**config.mk**
```make
export PLATFORM = sky130hd
export DESIGN_NAME = div_unit
export DESIGN_NICKNAME = d
export VERILOG_FILES = /design/src/rtl/div_unit_pkg.sv /design/src/rtl/div_unit.sv
export SDC_FILE = /design/constraint.sdc
export NUM_CORES = 1
export LEC_CHECK = 0
export CORE_ASPECT_RATIO = 0.8
export CORE_MARGIN = 5
export CORE_UTILIZATION = 57
export DETAILED_ROUTE_END_ITERATION = 7
export PLACE_DENSITY = 0.79
export RECOVER_POWER = 100
export SLEW_MARGIN = 30
export SYNTH_ARGS = -nofsm -noshare
export SYNTH_HDL_FRONTEND = slang
export SYNTH_SLANG_ARGS = --single-unit
```
**constraint.sdc**
```tcl
create_clock -name clk -period 3.8 [get_ports clk]
set_input_delay 0.38 -clock clk [delete_from_list [all_inputs] [get_ports clk]]
set_output_delay 0.38 -clock clk [all_outputs]
set_load 0.03 [all_outputs]
```
**src/rtl/div_unit_pkg.sv**
```systemverilog
// div_unit_pkg: shared encodings for the iterative divider.
//   - div_state_e : FSM state encoding (FREE / BYZERO / ON / END)
//   - DivStart/DivStop, DivResultReady/DivResultNotReady : handshake levels
//   - ZeroWord, RstEnable : common pipeline constants
package div_unit_pkg;

  typedef enum logic [1:0] {
    DivFree   = 2'b00,
    DivByZero = 2'b01,
    DivOn     = 2'b10,
    DivEnd    = 2'b11
  } div_state_e;

  localparam logic        DivStart          = 1'b1;
  localparam logic        DivStop           = 1'b0;
  localparam logic        DivResultReady    = 1'b1;
  localparam logic        DivResultNotReady = 1'b0;
  localparam logic [31:0] ZeroWord          = 32'h0000_0000;
  localparam logic        RstEnable         = 1'b1;

endpackage

```
**src/rtl/div_unit.sv**
```systemverilog
// div_unit: iterative restoring divider for DIV/DIVU, one quotient bit per
// cycle. 33 cycles from the start edge to a valid result; divide-by-zero
// returns 0 after one cycle.
// Ports:
//   clk, rst        clock, synchronous active-high reset
//   signed_div_i    1 = signed (DIV), 0 = unsigned (DIVU)
//   opdata1_i/2_i   dividend / divisor, sampled only on the start edge
//   start_i         request, held until the result is consumed
//   annul_i         abort, honoured in FREE and ON
//   result_o        {remainder, quotient}
//   ready_o         result valid
import div_unit_pkg::*;

module div_unit #(
  parameter int WIDTH = 32
) (
  input  logic               clk,
  input  logic               rst,
  input  logic               signed_div_i,
  input  logic [WIDTH-1:0]   opdata1_i,
  input  logic [WIDTH-1:0]   opdata2_i,
  input  logic               start_i,
  input  logic               annul_i,
  output logic [2*WIDTH-1:0] result_o,
  output logic               ready_o
);

  localparam int CW = $clog2(WIDTH) + 1;
  localparam logic [CW-1:0] CntLast = CW'(WIDTH);

  div_state_e         r_state, w_state_nxt;
  logic [CW-1:0]      r_cnt, w_cnt_nxt;
  // {remainder[2W:W+1], dividend/quotient[W:1], new quotient bit[0]}
  logic [2*WIDTH:0]   r_work, w_work_nxt;
  logic [WIDTH-1:0]   r_divisor, w_divisor_nxt;
  logic               r_neg_q, w_neg_q_nxt;
  logic               r_neg_r, w_neg_r_nxt;
  logic [2*WIDTH-1:0] r_result, w_result_nxt;
  logic               r_ready, w_ready_nxt;

  logic [WIDTH:0]     w_diff;
  logic [WIDTH-1:0]   w_abs1, w_abs2, w_quot, w_rem;
  logic               w_go;

  assign result_o = r_result;
  assign ready_o  = r_ready;

  assign w_go = (start_i == DivStart) && !annul_i;

  // Magnitudes; -0x80000000 wraps to 0x80000000, which is the correct
  // unsigned magnitude, so the most-negative operand needs no special case.
  assign w_abs1 = (signed_div_i && opdata1_i[WIDTH-1]) ? -opdata1_i : opdata1_i;
  assign w_abs2 = (signed_div_i && opdata2_i[WIDTH-1]) ? -opdata2_i : opdata2_i;

  // 33-bit compare of the shifted partial remainder against the divisor;
  // bit WIDTH set means the trial subtraction went negative.
  assign w_diff = r_work[2*WIDTH:WIDTH] - {1'b0, r_divisor};

  assign w_quot = r_neg_q ? -r_work[WIDTH-1:0]       : r_work[WIDTH-1:0];
  assign w_rem  = r_neg_r ? -r_work[2*WIDTH:WIDTH+1] : r_work[2*WIDTH:WIDTH+1];

  // State register and datapath registers
  always_ff @(posedge clk) begin
    if (rst == RstEnable) begin
      r_state   <= DivFree;
      r_cnt     <= '0;
      r_work    <= '0;
      r_divisor <= '0;
      r_neg_q   <= 1'b0;
      r_neg_r   <= 1'b0;
      r_result  <= '0;
      r_ready   <= DivResultNotReady;
    end else begin
      r_state   <= w_state_nxt;
      r_cnt     <= w_cnt_nxt;
      r_work    <= w_work_nxt;
      r_divisor <= w_divisor_nxt;
      r_neg_q   <= w_neg_q_nxt;
      r_neg_r   <= w_neg_r_nxt;
      r_result  <= w_result_nxt;
      r_ready   <= w_ready_nxt;
    end
  end

  // Next-state logic
  always_comb begin
    w_state_nxt = r_state;
    unique case (r_state)
      DivFree:   if (w_go) w_state_nxt = (opdata2_i == ZeroWord) ? DivByZero : DivOn;
      DivByZero: w_state_nxt = DivEnd;
      DivOn: begin
        if (annul_i)               w_state_nxt = DivFree;
        else if (r_cnt == CntLast) w_state_nxt = DivEnd;
      end
      DivEnd:    if (start_i == DivStop) w_state_nxt = DivFree;
      default:   w_state_nxt = DivFree;
    endcase
  end

  // Output / datapath next values (registered above)
  always_comb begin
    w_cnt_nxt     = r_cnt;
    w_work_nxt    = r_work;
    w_divisor_nxt = r_divisor;
    w_neg_q_nxt   = r_neg_q;
    w_neg_r_nxt   = r_neg_r;
    w_result_nxt  = r_result;
    w_ready_nxt   = r_ready;
    unique case (r_state)
      DivFree: begin
        w_result_nxt = '0;
        w_ready_nxt  = DivResultNotReady;
        w_cnt_nxt    = '0;
        if (w_go) begin
          w_divisor_nxt = w_abs2;
          w_work_nxt    = {{WIDTH{1'b0}}, w_abs1, 1'b0};
          w_neg_q_nxt   = signed_div_i && (opdata1_i[WIDTH-1] ^ opdata2_i[WIDTH-1]);
          w_neg_r_nxt   = signed_div_i && opdata1_i[WIDTH-1];
        end
      end
      DivByZero: begin
        w_result_nxt = '0;
        w_ready_nxt  = DivResultReady;
      end
      DivOn: begin
        if (annul_i) begin
          w_cnt_nxt    = '0;
          w_result_nxt = '0;
          w_ready_nxt  = DivResultNotReady;
        end else if (r_cnt != CntLast) begin
          if (w_diff[WIDTH]) w_work_nxt = {r_work[2*WIDTH-1:0], 1'b0};
          else               w_work_nxt = {w_diff[WIDTH-1:0], r_work[WIDTH-1:0], 1'b1};
          w_cnt_nxt = r_cnt + 1'b1;
        end else begin
          w_result_nxt = {w_rem, w_quot};
          w_ready_nxt  = DivResultReady;
          w_cnt_nxt    = '0;
        end
      end
      DivEnd: begin
        if (start_i == DivStop) begin
          w_result_nxt = '0;
          w_ready_nxt  = DivResultNotReady;
        end
      end
      default: ;
    endcase
  end

endmodule

```
### Word level (Yosys, flattened, before mapping)

Index checks and enable logic that the tools add are counted.
Widths: inputs -> output; s select.

* add/subtract/negate cells: 6
* equal/unequal tests: 11
* muxes and demuxes: 26
* bitwise operators: 1
* reduce and logical (&&, ||, !) cells: 13

Operator list (count)
* $mux 65: 4
* $mux 64: 3
* $pmux 64 s3: 1
* $pmux 65 s2: 1
* $mux 32: 4
* $neg 32->32: 4
* $sub 33x32->33: 1
* $logic_not 32->1: 1
* $mux 6: 2
* $pmux 6 s2: 1
* $mux 2: 5
* $ne 2x2->1 const B: 4
* $pmux 2 s4: 1
* $add 6x1->6 const B: 1
* $eq 6x6->1 const B: 1
* $ne 3x3->1 const B: 2
* $ne 6x6->1 const B: 1
* $eq 2x2->1 const B: 2
* $logic_and 1x1->1: 4
* $pmux 1 s4: 1
* $reduce_and 2->1: 2
* $reduce_and 4->1: 1
* $mux 1: 3
* $reduce_and 3->1: 1
* 6 further kinds: 6

* register bits: 172
* bits of input ports: 69
* output and inout port bits: 65
* word-level logic and storage cells: 65

### Depth between registers and ports, before layout

Gate-level depths: netlist of run 1.

* depth after elaboration: 5
* mapped depth: 13

### Least setup slack after synthesis of run 1

Ideal clock, no wire load.

* kind: register -> register
* start: register r_work[32]
* end: register r_work[54]
* arrival: 3334 ps
* data required time: 3678 ps
* slack: 344 ps
* cell stages (with the launch flop): 13
* buffers on the path: 1
* cell sequence: dfxtp_1 inv_1 ha_1 fa_1 nand2b_1 a21o_1 a311oi_1 o22ai_1 a22o_1 a221oi_1 clkbuf_1 nor2_1 a221o_1

* cells in the longest elaborated chain, start to end: 5

Ends and longest elaborated chain
* start, declared: line div_unit.sv:34 `logic [2*WIDTH:0] r_work, w_work_nxt;`
* start signal, assigned: line div_unit.sv:76 `r_work <= w_work_nxt;`
* $sub 33x32->33: line div_unit.sv:57 `assign w_diff = r_work[2*WIDTH:WIDTH] - {1'b0, r_divisor};`
* $mux 65: line div_unit.sv:131 `if (w_diff[WIDTH]) w_work_nxt = {r_work[2*WIDTH-1:0], 1'b0};`
* $mux 65: line div_unit.sv:130 `end else if (r_cnt != CntLast) begin`
* $mux 65: line div_unit.sv:126 `if (annul_i) begin`
* $pmux 65 s2: line div_unit.sv:109 `unique case (r_state)`

Every way passes these cells. The select of a mux whose other input is x is not followed.
A chain may end at the register's enable or synchronous reset.

### Final worst setup path of run 1

* start: register r_work[32]
* end: register r_work[44]

Same word-level chain as after synthesis.

==> metrics.md, run 1 <==
| Metric | Value |
|---|---|
| Worst Skew | 0.0182 ns |
| Failing checks | max-capacitance violations, max-slew violations |
| Worst Path Required | 4.13 ns |
| Detail Placement HPWL | 22,400 µm |
| Die height | 133 µm |
| Top fanout value on the critical path | 19 |
| Initial DRC count | 1,093 |
| CTS tree | yes |
| First-pass GRT wire length | 48,100 µm |
| Fmax | 284 MHz |
| Max Cap Viol | 1 |
| # DRC | 0 |
| Synth Area in XOR/XNOR | 0.116 |
| Num CTS Buffers | 17 |
| Hold_buf cts | 0 |
| Setup Fix Bufs, Post-CTS | 0 |
| VDD IR max | 373 µV |
| Vias in the first global route | 9,165 |
| Simple-Gate Fraction of Synth Area | 0.207 |
| Largest family of logic cells by synthesized area | compound AO/OA/AOI/OAI gates |
| Via count | 10,400 |
| R2R setup slack | 0.28 ns |
| EDFF count, synth | 0 |
| Antenna fix cells | 0 |
| Tmin final | 3.52 ns |
| Power per cell area | 516 nW/µm² |
| Static leakage | 0.00504 µW |
| Critical path capture point type | register |
| Setup CP Type | reg -> reg |
| Port buffer count | 133 |
| CP startpoint | r_work[32] |
| Mux contribution to synthesized area | 0.0130 |
| Synth async-reset ratio | 0 |
| Seq/Total Area, Yosys | 0.319 |
| DP Worst Slack | 0.183 ns |
| HP Class | in -> reg |
| CTS sink cnt | 172 |
| Cells after Synth | 1,416 |
| Final GP Congestion | 0.985 |
| Chip width | 164 µm |
| Initial antenna violation count | 0 |
| Post-Synth Adder-Cell Area | 0.0506 |
| Row count | 45 |
| H-tree lvl count | 4 |
| Post-Syn Area | 10,800 µm² |
| Final TNS setup | 0 ns |
| Initial DRT Pass Iterations | 6 |
| Final WS setup | 0.279 ns |
| Fin. max-slew vios | 61 |
| Final cycle utilization of the critical path | 0.927 |
| Synthesis-to-layout area growth | 18.9% |
| Power share of the clock group | 0.267 |
| Num ports | 134 |
| Worst R2R End | r_work[44] |
| Post-CTS Resized | 0 |
| Sequential power share | 0.350 |
| R2R Path Start | r_work[32] |
| Worst reg2reg path depth | 12 |
| Clock transition at path regs | 0.07 ns |
| Net switching power | 2720 µW |
| CP Capture Point | r_work[44] |
| Hold depth | 2 |
| Clk root buf | clkbuf_16 |
| Run status | finished with violations |
| Core box area | 18,800 µm² |
| Netlist cell types | 65 |
| Arr. time, crit path | 3.85 ns |
| Via/cell ratio | 5.88 |
| RSZ-0062 raised after global routing | false |
| Final net count | 1,614 |
| Clock Path Buffers | 2 |
| Layout cells sized above 1 | 0.0443 |
| Worst skew pair latency | 0.45 ns |
| Combinational Power Share | 0.383 |
| Final hold violation count | 0 |
| Sw frac | 0.410 |
| Cell-internal power | 3900 µW |
| Total gr overflow | 0 |
| DRT antenna net count | 0 |
| Number of setup violations in the final report | 0 |
| Total Routed Length | 29,400 µm |
| Ys Warns | 0 |
| Die area | 21,800 µm² |
| WL/cell | 16.6 µm |
| Compound-cell area share of the yosys netlist | 0.246 |
| Starting density of the core | 0.574 |
| Pin count of the biggest net entering global routing | 70 |
| Slew headroom | -0.463 |
| Syn_nets | 1,528 |
| Slew @ Worst Pin | 2.19 ns |
| Post-synthesis register bit count | 172 |
| Synth Flop Type | dfxtp_1 |
| GRT Util Overall | 0.271 |
| Startpoint Class | register |
| Syn avg cell area | 7.62 µm² |
-- power by group through the flow --
| stage | logic, µW | registers [µW] | clock network [µW] |
|---|---|---|---|
| 2_1_floorplan | 1890 | 2270 | 0 |
| 4_1_cts | 2540 | 2310 | 1780 |
| 5_1_grt | 2820 | 2350 | 1860 |
| 3_3_place_gp | 2500 | 2330 | 0 |
| 6_report | 2540 | 2320 | 1760 |
| 3_5_place_dp | 2520 | 2350 | 0 |
-- metal layers --
layer / vias up / wire [µm] / GRT usage / part of all wire
met2: 448 / 11000 / 0.352 / 0.38
met3: 24 / 3190 / 0.0567 / 0.11
met4: 0 / 340 / 0.0652 / 0.012
met1: 4733 / 14800 / 0.445 / 0.50
li1: 5223 / - / - / -
met5: - / 0 / 0 / 0
-- worst max-delay path: stages (launching register included) --
cell,delay (ns)
dfxtp_1,0.36
inv_1,0.05
ha_1,0.22
fa_1,0.40
nand2b_1,0.19
a21o_1,0.19
a311oi_2,0.33
o22ai_1,0.23
a22o_1,0.30
a221oi_1,0.43
buf_4,0.33
nor3_1,0.08
a221o_1,0.29
-- state kept, by name, indices dropped and copies added (netlist names) --
name / cells
r_work: 65
result_o: 64
r_neg_q: 1
ready_o: 1
r_state: 2
r_neg_r: 1
r_divisor: 32
r_cnt: 6
-- cells in the mapped netlist, types with 4 or more instances --
| cell | number | share of area |
|---|---|---|
| mux2i_1 | 14 | 0.013 |
| or2_2 | 5 | 0.0029 |
| ha_1 | 42 | 0.049 |
| or4_1 | 15 | 0.010 |
| o211ai_1 | 4 | 0.0028 |
| or3_1 | 14 | 0.0081 |
| a211oi_1 | 27 | 0.019 |
| a311oi_1 | 6 | 0.0049 |
| nor2b_1 | 11 | 0.0064 |
| o21ai_0 | 76 | 0.035 |
| a221o_1 | 14 | 0.013 |
| inv_1 | 57 | 0.020 |
| a21boi_0 | 4 | 0.0028 |
| a21o_1 | 16 | 0.011 |
| nor2_1 | 125 | 0.043 |
| o41ai_1 | 13 | 0.011 |
| a21oi_1 | 117 | 0.054 |
| o21ai_1 | 48 | 0.022 |
| nand4_1 | 9 | 0.0052 |
| a31oi_1 | 4 | 0.0023 |
| nor3_1 | 42 | 0.019 |
| and3_1 | 7 | 0.0041 |
| a22oi_1 | 27 | 0.019 |
| nand3_1 | 13 | 0.0060 |
| xnor2_1 | 70 | 0.057 |
| and2_1 | 10 | 0.0058 |
| a221oi_1 | 4 | 0.0032 |
| dfxtp_1 | 172 | 0.32 |
| buf_1 | 4 | 0.0014 |
| a32oi_1 | 5 | 0.0041 |
| xor2_1 | 73 | 0.059 |
| o21a_1 | 6 | 0.0042 |
| nor4_1 | 11 | 0.0064 |
| nand2b_1 | 9 | 0.0052 |
| o31ai_1 | 27 | 0.019 |
| nand2_1 | 199 | 0.069 |
| clkbuf_1 | 75 | 0.026 |
-- cell usage in the layout, fill, tap and decap left out, types with 14 or more instances in the layout --
| cell | Yosys | final |
|---|---|---|
| clkbuf_16 | 0 | 17 |
| xnor2_1 | 70 | 70 |
| a21oi_1 | 117 | 117 |
| a221o_1 | 14 | 14 |
| nand2_1 | 199 | 198 |
| ha_1 | 42 | 42 |
| dfxtp_1 | 172 | 170 |
| inv_1 | 57 | 57 |
| or4_1 | 15 | 15 |
| a21o_1 | 16 | 16 |
| o21ai_1 | 48 | 20 |
| nor2_1 | 125 | 124 |
| dlygate4sd3_1 | 0 | 66 |
| o21ai_0 | 76 | 104 |
| mux2i_1 | 14 | 14 |
| a22oi_1 | 27 | 27 |
| xor2_1 | 73 | 73 |
| o31ai_1 | 27 | 27 |
| a211oi_1 | 27 | 27 |
| clkdlybuf4s50_1 | 0 | 66 |
| nor3_1 | 42 | 42 |
-- kinds of logic after synthesis --
logic type                 count (synthesis)
and+or+nand+nor                          485
AOI/OAI and AO/OA                        420
DFF                                      172
xor gates and xnor gates                 143
buffers and inverters                    139
adders and majority gates                 43
muxes                                     14
-- worst min-delay path by stage --
| stage | slack, ns | endpoint | from |
|---|---|---|---|
| 2_1_floorplan | 0.43 | r_divisor[31] | r_divisor[31] |
| 3_3_place_gp | 0.43 | result_o[63] | result_o[63] |
| 3_5_place_dp | 0.44 | result_o[28] | result_o[28] |
| 4_1_cts | 0.40 | r_work[2] | rst |
| 5_1_grt | 0.43 | r_work[2] | rst |
| 6_report | 0.41 | r_work[2] | rst |
-- through the flow --
step / total power (µW) / std cells / hold slack, ns / area, µm² / utilization
2_1_floorplan: 4160 / 1416 / 0.432 / 10800 / -
3_3_place_gp: 4830 / 1741 / 0.435 / 12300 / 0.653
3_5_place_dp: 4880 / 1741 / 0.442 / 12300 / 0.653
4_1_cts: 6630 / 1772 / 0.400 / 12900 / 0.685
5_1_grt: 7020 / 1772 / 0.428 / 12800 / 0.682
6_report: 6620 / 1772 / 0.411 / 12800 / 0.682
-- final cells by class --
| type | instances | area [µm²] |
|---|---|---|
| tap | 258 | 323 |
| clock buffer | 17 | 425 |
| inverter | 57 | 214 |
| fill | 1606 | 5980 |
| clock inverter | 14 | 170 |
| timing repair buffer | 149 | 1420 |
| multi-input combinational | 1105 | 6820 |
| sequential | 172 | 3450 |
(Power assumes the default switching activity.)
==> run 2: changes to the inputs <==
- CORE_UTILIZATION: 57 -> 53
- GPL_TIMING_DRIVEN: default -> 0
- PLACE_DENSITY: 0.79 -> 0.74
==> metrics.md, run 2 (synthesis gave the netlist of run 1 again) <==
| Metric | Value |
|---|---|
| Layout cells sized above 1 | 0.0410 (-0.00324) |
| Clock transition at path regs | 0.08 ns (about the same) |
| Reg with most FFs | r_work |
| Total Routed Length | 32,100 µm (+9.4%) |
| Max FFs per register | 65 (unchanged) |
| Critical path capture point type | register |
| Commonest non-fill, non-tap cell in the layout | nand2_1 |
| Fin area | 13,200 µm² (+2.6%) |
| Clock Path Buffers | 2 (unchanged) |
| Detail Placement HPWL | 25,300 µm (+13%) |
| Register area | 3450 µm² (about the same) |
| Total gr overflow | 0 (unchanged) |
| Startpoint Class | register |
| Final net count | 1,684 (+4.3%) |
| Worst hold slack | 0.448 ns (+0.0365 ns) |
| Top fanout value on the critical path | 10 (-9) |
| GRT Util Overall | 0.272 (+0.000478) |
| Final TNS setup | 0 ns (unchanged) |
| DP Area | 12,500 µm² (+1.5%) |
| HP Class | reg -> reg |
| Sw frac | 0.425 (+0.0145) |
| Clk root buf | clkbuf_16 |
| Worst skew pair latency | 0.44 ns (about the same) |
| Most frequent cells in the layout | nand2_1 (199), dfxtp_1 (170), nor2_1 (125) |
| WL/cell | 17.4 µm (+4.8%) |
| Setup CP Type | reg -> reg |
| Final core utilization | 0.661 (-0.0211) |
| Vias in the first global route | 9,364 (+2.2%) |
| Fillers | 1,804 (+12%) |
| Cell mode on critical path | buf_2 |
| Via count | 10,700 (+3.0%) |
| Combinational Power Share | 0.397 (+0.014) |
| First-pass GRT wire length | 50,600 µm (+5.1%) |
| Final hold violation count | 0 (unchanged) |
| VDD IR max | 337 µV (-9.6%) |
| Starting density of the core | 0.542 (-0.0319) |
| Hold_buf cts | 0 (unchanged) |
| Num CTS Buffers | 17 (unchanged) |
| Fmax | 275 MHz (-3.1%) |
| Num ports | 134 (unchanged) |
| Max incr delay on CP | 0.43 ns (about the same) |
| Die area | 23,300 µm² (+7.0%) |
| Port buffer count | 133 (unchanged) |
| Initial DRT Pass Iterations | 5 (-1) |
| RSZ-0062 raised after global routing | false |
| Run status | finished clean |
| CTS tree | yes |
| Sequential power share | 0.345 (-0.005) |
| Arr. time, crit path | 3.96 ns (+0.11 ns) |
| Worst path slowest cell | a311oi_4 |
| Slew @ Worst Pin | 0.892 ns (-1.30 ns) |
| Initial antenna violation count | 0 (unchanged) |
| Worst Path Required | 4.13 ns (about the same) |
| Worst Skew | 0.0136 ns (-0.00455 ns) |
| Max Cap Viol | 0 (-1) |
| Static leakage | 0.00512 µW (+1.5%) |
| # DRC | 0 (unchanged) |
| Slew headroom | 0.403 (+0.866) |
| H-tree lvl count | 4 (unchanged) |
| Area of the multi-input gates | 6890 µm² (+1.1%) |
| Cell-internal power | 3920 µW (+0.51%) |
| Final cycle utilization of the critical path | 0.956 (+0.0295) |
| Via/cell ratio | 5.81 (-1.3%) |
| DRT antenna net count | 0 (unchanged) |
| Antenna fix cells | 0 (unchanged) |
| Pin count of the biggest net entering global routing | 20 (-71%) |
| Number of setup violations in the final report | 0 (unchanged) |
| Net switching power | 2900 µW (+6.7%) |
| Power share of the clock group | 0.258 (-0.009) |
| Synthesis-to-layout area growth | 22.0% |
| CTS sink cnt | 172 (unchanged) |
| Tmin final | 3.63 ns (+0.112 ns) |
| Initial DRC count | 1,175 (+7.5%) |
| Core box area | 19,900 µm² (+5.9%) |
| Chip width | 170 µm (+3.5%) |
| Total power | 6820 µW (+3.0%) |
| Row count | 46 (+2.2%) |
| Final GP Congestion | 0.947 (-3.9%) |
| Die height | 138 µm (+3.4%) |
| Power per cell area | 518 nW/µm² (+0.42%) |
| Crit path cell chain | inv_1, ha_1, fa_1, nand2b_1, a21o_1, a311oi_4, o22ai_4, a22o_4, nor3_4, a221oi_4, buf_2, and2_1, buf_2, a221o_1 |
| Fin. max-slew vios | 0 (-100%) |
==> run 2: cell types whose count changed in the layout (fill, tap and decap cells not counted), sizes merged <==
cell / change
clkinvlp: -1
clkbuf: +66
dlygate4sd3: +3
clkdlybuf4s50: -2
buf: +3
inv: -1
bufinv: -1
clkinv: +4
==> run 2: power by group through the flow <==
stage               clock, µW  sequential (µW)  combinational [µW]
floorplan                   0             2270                1890
global placement            0             2360                2550
detailed placement          0             2370                2590
CTS                      1770             2330                2620
global route             1860             2370                2990
finish                   1760             2350                2710
==> run 2: repair_timing <==
action | CTS | global route
pin swaps | 0 | 2
setup buffers | 0 | 3
gates resized for setup | 6 | 10
setup endpoints to repair | 32 | 24
==> run 2: layer usage <==
layer,GRT usage,vias to the layer above,part of all wire
met5,0,-,0
met3,0.0602,25,0.11
li1,-,5344,-
met4,0.0487,0,0.0085
met1,0.435,4931,0.50
met2,0.368,439,0.38
==> run 2: final timing paths <==
path | start | to | slack [ns] | cells past startpoint
setup / recovery | r_work[32] | r_work[58] | 0.17 | 14
hold / removal | result_o[60] | result_o[60] | 0.45 | 2
setup reg to reg | r_work[32] | r_work[58] | 0.17 | 14
hold reg to reg | result_o[60] | result_o[60] | 0.45 | 2
==> run 2: worst max-delay path, delay by kind of cell (launching register included) <==
family | cells | cell delay (ns)
AOI/OAI and AO/OA | 6 | 1.50
adders and majority gates | 2 | 0.62
and+or+nand+nor | 3 | 0.61
buffers and inverters | 3 | 0.43
DFF | 1 | 0.37
==> run 2: cell type report <==
class / count / share of cell area
timing repair buffer: 137 / 0.103
clock buffer: 17 / 0.0323
sequential: 172 / 0.262
clock inverter: 15 / 0.0131
tap: 264 / 0.0251
buffer: 82 / 0.0239
inverter: 57 / 0.0163
multi-input combinational: 1105 / 0.524
==> run 2: stage by stage <==
step | cells | worst slack (ns)
2_1_floorplan | 1416 | 0.344
3_3_place_gp | 1813 | -0.741
3_5_place_dp | 1814 | -0.531
4_1_cts | 1846 | 0.0259
5_1_grt | 1849 | 0.0568
6_report | 1849 | 0.166
==> run 3: changes to the inputs <==
- CORE_ASPECT_RATIO: 0.8 -> default
- GPL_TIMING_DRIVEN: 0 -> 1
==> metrics.md, run 3 (synthesis gave the netlist of run 1 again) <==
| Metric | Value |
|---|---|
| Run status | finished clean |
| Worst Skew | 0.00960 ns (-0.00402 ns) |
| Chip width | 153 µm (-9.9%) |
| Static leakage | 0.00509 µW (-0.53%) |
| Most frequent cells in the layout | nand2_1 (199), dfxtp_1 (171), nor2_1 (124) |
| Hold_buf cts | 0 (unchanged) |
| VDD IR max | 369 µV (+9.6%) |
| Row count | 52 (+13%) |
| Setup Fix Bufs, Post-CTS | 0 (unchanged) |
| Die area | 23,300 µm² (about the same) |
| Antenna fix cells | 0 (unchanged) |
| Worst skew pair latency | 0.43 ns (about the same) |
| Final TNS setup | 0 ns (unchanged) |
| Max incr delay on CP | 0.46 ns (+0.03 ns) |
| Worst path slowest cell | fa_1 |
| Initial DRC count | 869 (-26%) |
| HP Class | in -> reg |
| Total gr overflow | 0 (unchanged) |
| Final net count | 1,621 (-3.7%) |
| Vias in the first global route | 9,359 (-0.053%) |
| Critical path capture point type | register |
| H-tree lvl count | 4 (unchanged) |
| Via/cell ratio | 5.71 (-1.6%) |
| Final std cells w/o fill | 1,792 (-3.1%) |
| Commonest non-fill, non-tap cell in the layout | nand2_1 |
| Synthesis-to-layout area growth | 20.0% |
| Initial antenna violation count | 0 (unchanged) |
| Clock Path Buffers | 2 (unchanged) |
| Top fanout value on the critical path | 17 (+7) |
| Reg with most FFs | r_work |
| Slew headroom | 0.263 (-0.140) |
| Setup CP Type | reg -> reg |
| Clk root buf | clkbuf_16 |
| Slew @ Worst Pin | 1.11 ns (+0.214 ns) |
| Clock transition at path regs | 0.06 ns (-0.02 ns) |
| DRT antenna net count | 0 (unchanged) |
| # DRC | 0 (unchanged) |
| Power share of the clock group | 0.284 (+0.026) |
| Total power | 6730 µW (-1.3%) |
| Die height | 153 µm (+11%) |
| Layout cells sized above 1 | 0.0480 (+0.00695) |
| First-pass GRT wire length | 46,500 µm (-8.1%) |
| Worst Path Required | 4.07 ns (-0.06 ns) |
| CP Buf/Inv Count | 2 (-1) |
| Starting density of the core | 0.535 (-0.00686) |
| Crit path cell chain | inv_1, fa_1, nand2b_1, a21o_1, a311oi_2, o22ai_1, a22o_1, a221oi_1, clkbuf_2, mux2i_1, o21ai_1 |
| Num CTS Buffers | 17 (unchanged) |
| Port buffer count | 133 (unchanged) |
| Arr. time, crit path | 3.81 ns (-0.15 ns) |
| Cell-internal power | 4120 µW (+5.2%) |
| Power per cell area | 520 nW/µm² (+0.28%) |
| Core box area | 20,200 µm² (+1.3%) |
| Pin count of the biggest net entering global routing | 75 (+280%) |
| WL/cell | 15.8 µm (-9.2%) |
| CTS sink cnt | 172 (unchanged) |
| Max Cap Viol | 0 (unchanged) |
| Sequential power share | 0.340 (-0.005) |
| Final core utilization | 0.642 (-0.0188) |
| Total Routed Length | 28,300 µm (-12%) |
| Max FFs per register | 65 (unchanged) |
| Net switching power | 2600 µW (-10%) |
| Initial DRT Pass Iterations | 7 (+2) |
| Final GP Congestion | 0.899 (-5.1%) |
| GRT Util Overall | 0.235 (-0.0368) |
| Startpoint Class | register |
| Detail Placement HPWL | 21,200 µm (-16%) |
| Final cycle utilization of the critical path | 0.929 (-0.0268) |
| Fin. max-slew vios | 0 (unchanged) |
| Sw frac | 0.387 (-0.0378) |
| Post-placement cell count | 1,760 (-3.0%) |
| Via count | 10,200 (-4.6%) |
| RSZ-0062 raised after global routing | false |
| Tmin final | 3.53 ns (-0.102 ns) |
| Final hold violation count | 0 (unchanged) |
| Num ports | 134 (unchanged) |
| Fmax | 283 MHz (+2.9%) |
| CTS tree | yes |
| Combinational Power Share | 0.376 (-0.021) |
| Delay-heaviest family, CP | compound AO/OA/AOI/OAI gates |
| Number of setup violations in the final report | 0 (unchanged) |
==> run 3: worst reg2reg max path, delay by kind of cell, from the launching register on <==
family	cells	cell delay [ns]
compound gates	6	1.46
fa+ha+maj	1	0.46
buf+inv	2	0.54
flops	1	0.45
mux	1	0.28
simple gates	1	0.18
==> run 3: worst paths after layout <==
check	start	endpoint	slack (ns)	cells after the start
worst max-delay path	r_work[33]	r_work[36]	0.27	11
worst min-delay path	rst	r_cnt[1]	0.40	2
worst min register to register	result_o[29]	result_o[29]	0.44	2
worst max register to register	r_work[33]	r_work[36]	0.27	11
==> run 3: power groups by stage <==
stage | logic [µW] | registers [µW] | clock network [µW]
2_1_floorplan | 1890 | 2270 | 0
3_3_place_gp | 2500 | 2310 | 0
3_5_place_dp | 2530 | 2320 | 0
4_1_cts | 2550 | 2280 | 1930
5_1_grt | 2830 | 2320 | 2010
6_report | 2530 | 2290 | 1910
==> run 3: stage by stage <==
stage               hold WS [ns]  instance area, µm²  worst slack [ns]
floorplan                  0.432               10800             0.344
global placement           0.436               12400             0.333
detailed placement         0.441               12400             0.241
CTS                        0.396               13000             0.222
global route               0.442               12900            0.0769
finish                     0.402               12900             0.268
==> run 3: final cells by class <==
class | instances | area (µm²)
tap | 270 | 338
clock buffer | 18 | 439
inverter | 57 | 214
timing repair buffer | 156 | 1480
sequential | 172 | 3440
multi-input combinational | 1105 | 6820
fill | 1824 | 7220
clock inverter | 14 | 208
==> run 3: repair_timing <==
action                                  CTS  global route
hold endpoints to repair                  0             0
resized for setup                         0             1
endpoints found under the setup margin    0            14
==> run 3: metal layers <==
layer	GRT usage	up-vias	wire length, µm
met2	0.352	316	12100
li1	-	5220	-
met5	0	-	0
met4	0.0530	0	363
met3	0.0400	26	1830
met1	0.354	4678	14000
